`config.mk`:
```
export PLATFORM = sky130hd
export DESIGN_NAME = div_sequencer
export DESIGN_NICKNAME = d
export VERILOG_FILES = /design/src/rtl/div_sequencer.sv
export SDC_FILE = /design/constraint.sdc
export NUM_CORES = 1
export LEC_CHECK = 0
export BUFFER_PORTS_ARGS = -buffer_cell sky130_fd_sc_hd__buf_2
export CORE_AREA = 2 2 105 107
export DETAILED_ROUTE_END_ITERATION = 7
export DIE_AREA = 0 0 107 109
export GPL_TIMING_DRIVEN = 0
export PLACE_DENSITY = 0.78
export SYNTH_ARGS = -nofsm -noshare
export SYNTH_HDL_FRONTEND = slang
export SYNTH_SLANG_ARGS = --single-unit
export TNS_END_PERCENT = 100
```
`constraint.sdc`:
```
create_clock -name clk -period 3.4 [get_ports clk]
set_input_delay 0.68 -clock clk [delete_from_list [all_inputs] [get_ports clk]]
set_output_delay 0.68 -clock clk [all_outputs]
set_load 0.01 [all_outputs]
```
`src/rtl/div_sequencer.sv`:
```
// Operand FIFO plus issue/wait/hold sequencer that drives an external iterative divider
// and holds each result (or a watchdog timeout) until the consumer takes it.
module div_sequencer #(
  parameter int DEPTH = 4,
  parameter int TMO   = 31
) (
  input  logic        clk,
  input  logic        sclrn,
  input  logic        in_valid,
  output logic        in_ready,
  input  logic [9:0]  in_a,
  input  logic [9:0]  in_b,
  output logic [9:0]  div_a,
  output logic [9:0]  div_b,
  output logic        div_start,
  output logic        div_sclr,
  input  logic        div_busy,
  input  logic        div_valid,
  input  logic        div_dvz,
  input  logic        div_ovf,
  input  logic [9:0]  div_q,
  output logic        out_valid,
  input  logic        out_ready,
  output logic [9:0]  out_q,
  output logic        out_dvz,
  output logic        out_ovf,
  output logic        out_tmo,
  output logic [7:0]  done_cnt,
  output logic [7:0]  err_cnt
);

  localparam int DATA_W = 10;
  localparam int AW     = (DEPTH > 1) ? $clog2(DEPTH) : 1;
  localparam logic [AW:0] FULL_CNT = (AW+1)'(DEPTH);
  localparam logic [7:0]  TMO_M1   = 8'(TMO - 1);

  typedef enum logic [1:0] {IDLE, ISSUE, WAIT, HOLD} state_t;

  state_t state, state_nxt;

  logic [2*DATA_W-1:0] fifo_mem [DEPTH];
  logic [AW-1:0]       wr_ptr, rd_ptr;
  logic [AW:0]         count;
  logic                full, empty, push, pop;
  logic [7:0]          wdog;
  logic                div_done, wdog_expire;

  assign full        = (count == FULL_CNT);
  assign empty       = (count == '0);
  assign in_ready    = sclrn & ~full;
  assign div_sclr    = ~sclrn;
  assign push        = in_valid & in_ready;
  assign div_done    = div_valid | div_dvz | div_ovf;
  assign wdog_expire = (wdog == TMO_M1);

  always_ff @(posedge clk) begin
    if (!sclrn) state <= IDLE;
    else        state <= state_nxt;
  end

  always_comb begin
    state_nxt = state;
    pop       = 1'b0;
    case (state)
      IDLE: begin
        if (!empty && !div_busy) begin
          state_nxt = ISSUE;
          pop       = 1'b1;
        end
      end
      ISSUE: state_nxt = WAIT;
      WAIT: begin
        if (div_done || wdog_expire) state_nxt = HOLD;
      end
      HOLD: begin
        if (out_ready) state_nxt = IDLE;
      end
      default: state_nxt = IDLE;
    endcase
  end

  // Operand FIFO: storage carries no reset, occupancy and pointers do
  always_ff @(posedge clk) begin
    if (push) fifo_mem[wr_ptr] <= {in_a, in_b};
  end

  always_ff @(posedge clk) begin
    if (!sclrn) begin
      wr_ptr <= '0;
      rd_ptr <= '0;
      count  <= '0;
    end else begin
      if (push) wr_ptr <= wr_ptr + 1'b1;
      if (pop)  rd_ptr <= rd_ptr + 1'b1;
      case ({push, pop})
        2'b10:   count <= count + 1'b1;
        2'b01:   count <= count - 1'b1;
        default: count <= count;
      endcase
    end
  end

  // Divider interface, watchdog and result capture
  always_ff @(posedge clk) begin
    if (!sclrn) begin
      div_start <= 1'b0;
      div_a     <= '0;
      div_b     <= '0;
      wdog      <= '0;
      out_valid <= 1'b0;
      out_q     <= '0;
      out_dvz   <= 1'b0;
      out_ovf   <= 1'b0;
      out_tmo   <= 1'b0;
      done_cnt  <= '0;
      err_cnt   <= '0;
    end else begin
      div_start <= pop;
      if (pop) {div_a, div_b} <= fifo_mem[rd_ptr];
      case (state)
        ISSUE: wdog <= '0;
        WAIT: begin
          // a completion arriving on the expiry cycle still counts as a real result
          if (div_done) begin
            out_q     <= div_q;
            out_dvz   <= div_dvz;
            out_ovf   <= div_ovf;
            out_tmo   <= 1'b0;
            out_valid <= 1'b1;
          end else begin
            wdog <= wdog + 8'd1;
            if (wdog_expire) begin
              out_q     <= '0;
              out_dvz   <= 1'b0;
              out_ovf   <= 1'b0;
              out_tmo   <= 1'b1;
              out_valid <= 1'b1;
            end
          end
        end
        HOLD: begin
          if (out_ready) begin
            out_valid <= 1'b0;
            done_cnt  <= done_cnt + 8'd1;
            if ((out_dvz | out_ovf | out_tmo) && (err_cnt != 8'hFF))
              err_cnt <= err_cnt + 8'd1;
          end
        end
        default: ;
      endcase
    end
  end

endmodule

```
==> impl_metrics.json <==
{
  "status": "finished, final reports clean",
  "path_max_fanout": 10,
  "p_switching_mw": 1.21,
  "slew_headroom_pct": 27.6,
  "via_per_inst": 5.45,
  "finalWirelength_um": 11400,
  "syn_area_um2": 5790,
  "grt_pass1_wl_um": 17800,
  "arrival_ns": 3.32,
  "antenna_cells": 0,
  "core_um2": 10600,
  "cts.sinks": 148,
  "ctsHoldBuffers": 0,
  "synth.most_common_cell": "edfxtp_1",
  "wl_met3_um": 453,
  "post-route-util_pct": 65.3,
  "finalSetupViolCount": 0,
  "synth_common_cells": "80 x edfxtp_1, 68 x dfxtp_1, 61 x nand2_1",
  "synth_nets": 489,
  "yosysWarningCount": 0,
  "layout-drive-gt1-share_pct": 26.6,
  "top_layer": "met4",
  "htree_levels": 4,
  "synth-async-reset-ratio_pct": 0,
  "combPwrFrac_pct": 17.7,
  "final_hold_viol_count": 0,
  "pin_count": 91,
  "start_util_pct": 54.6,
  "vias": 3796,
  "areaGrowthSynthToFinish_pct": 19.6,
  "required_ns": 3.83,
  "finClkSkew_ns": 0.00694,
  "synth-edff-count": 80,
  "end_kind": "flop",
  "p_clk_share_pct": 35.8,
  "fmax_ghz": 0.347,
  "grt_use_total_pct": 20.3,
  "clk_latency_ns": 0.50,
  "postLayoutCellArea_um2": 6920,
  "die_width_um": 107,
  "setup_tns_ns": 0,
  "min_path_type": "in2reg",
  "tritoncts": "done",
  "placed_cell_area_um2": 6410,
  "post_cts_resized": 0,
  "wl_met2_um": 5910,
  "critPathLaunchType": "flop",
  "seq_area_frac_synth_pct": 65.0,
  "syn_inst": 437,
  "seqPwrFrac_pct": 46.5,
  "dp_hpwl_um": 7580,
  "yosysUniqueCellTypes": 43,
  "first_iter_violations": 267,
  "fin_nets": 597,
  "p_sw_share_pct": 26.6,
  "slew_violations": 0,
  "rsz0062_at_grt": "no",
  "grt_antenna_before_repair": 1,
  "cts_root_buf": "clkbuf_8",
  "m1WireLength_um": 4770,
  "drc": 0,
  "worst_pin_slew_ns": 1.07,
  "portBuffers": 89,
  "drv_cap": 0,
  "p_int_mw": 3.34,
  "rows": 38,
  "synth-seq-cells": 148,
  "period_share_pct": 84.9,
  "finalCriticalPeriod_ns": 2.89,
  "wl_per_cell_um": 16.3,
  "die_area_um2": 11700,
  "ant_nets": 0,
  "cts_setup_buffers": 0,
  "ctsLongestPathBuffers": 2,
  "leakagePower_nw": 2.60,
  "syn_avg_cell_area_um2": 13.2,
  "synth_ff_type": "edfxtp_1",
  "ys_top_cells_by_area": "edfxtp_1 41%, dfxtp_1 24%, mux4_2 7.8%, nand2_1 4.0%, ha_1 2.8%",
  "grt_max_degree": 21,
  "drtPass1Iterations": 4,
  "yosysTopAreaCellShare_pct": 41.5,
  "overflow": 0,
  "die_height_um": 109,
  "cts.clk_slew.worst_paths_ns": 0.06,
  "powerDensity_nw_per_um2": 656,
  "grt_pass1_vias": 3756,
  "yosysTopAreaCell": "edfxtp_1",
  "ir_drop_mv": 0.354,
  "crit_type": "reg2reg",
  "cts_buffers": 17,
  "place_congestion": 0.847
}
## logic make-up after synthesis
family / count (synthesis) / synth area share (%)
xor+xnor: 16 / 2.42
buf+inv: 34 / 2.42
flops: 148 / 65.0
mux: 28 / 9.25
fa+ha+maj: 14 / 3.16
simple gates: 136 / 11.0
compound gates: 61 / 6.70
## placed cells by master, fill, tap and decap left out, types with 2 or more instances in the layout
cell type,n
buf_2,93
edfxtp_1,80
dfxtp_1,68
nand2_1,61
a21oi_1,30
nor2_1,27
mux4_2,20
clkbuf_16,16
inv_1,14
clkbuf_1,13
ha_1,13
xor2_1,10
a22o_1,10
nand4_1,9
nand3_1,8
and2_1,6
xnor2_1,6
clkinv_2,6
a211oi_1,5
nor3_1,5
o21ai_0,5
and3_1,4
mux2i_1,4
mux2_2,4
or3_1,3
buf_1,3
nand2b_1,3
o311ai_0,2
and4_1,2
a21o_1,2
buf_4,2
o21a_1,2
o31ai_1,2
clkinvlp_4,2
clkinv_1,2
## worst paths after layout
kind	to	slack, ns	from	cells after the start
max	count[2]	0.51	state[0]	11
min	fifo_mem[3][12]	0.38	in_a[2]	1
max reg2reg	count[2]	0.51	state[0]	11
min reg2reg	div_a[1]	0.45	div_a[1]	2
## state kept, by name, summed over array words and instances, names as in the netlist, 2 cells and up
register  flops
div_b        10
count         3
out_q        10
fifo_mem     80
wdog          8
wr_ptr        2
state         2
done_cnt      8
div_a        10
rd_ptr        2
err_cnt       8
## metal layers
metal	vias up	track usage, %
li1	1818	-
met1	1864	24.2
met2	94	35.1
met3	20	5.32
met4	0	8.72
met5	-	0
## worst max-delay path, cell delays in order (launching register included)
cell,delay [ns]
dfxtp_1,0.34
inv_1,0.08
ha_1,0.28
nand3b_1,0.19
inv_1,0.15
clkbuf_1,0.44
ha_1,0.28
inv_1,0.06
fa_1,0.38
xor2_1,0.16
or3_1,0.31
a21oi_1,0.14
## per-stage QoR
stage               power [mW]  setup slack [ns]  instances  hold slack [ns]
finish                    4.54             0.514        697            0.382
floorplan                 2.70             0.863        437            0.441
detailed placement        2.96             0.278        666            0.445
global route              4.75             0.316        697            0.363
CTS                       4.57             0.504        697            0.361
global placement          2.92             0.389        666            0.441
## power by group through the flow
stage          Clock, mW  Combinational (mW)  Sequential [mW]
3_3_place_gp           0               0.785             2.14
6_report            1.62               0.806             2.11
4_1_cts             1.65               0.815             2.11
3_5_place_dp           0               0.809             2.15
2_1_floorplan          0               0.533             2.17
5_1_grt             1.72               0.900             2.13
## cell type report
type                            count  area [µm²]
Inverter                           14        52.6
Tap cell                          140         175
Fill cell                         769        3680
Clock inverter                     12        91.3
Sequential cell                   148        3760
Timing Repair Buffer               89         445
Clock buffer                       19         422
Multi-Input combinational cell    255        1890
Buffer                             20        87.6
(Power assumes the default switching activity.)
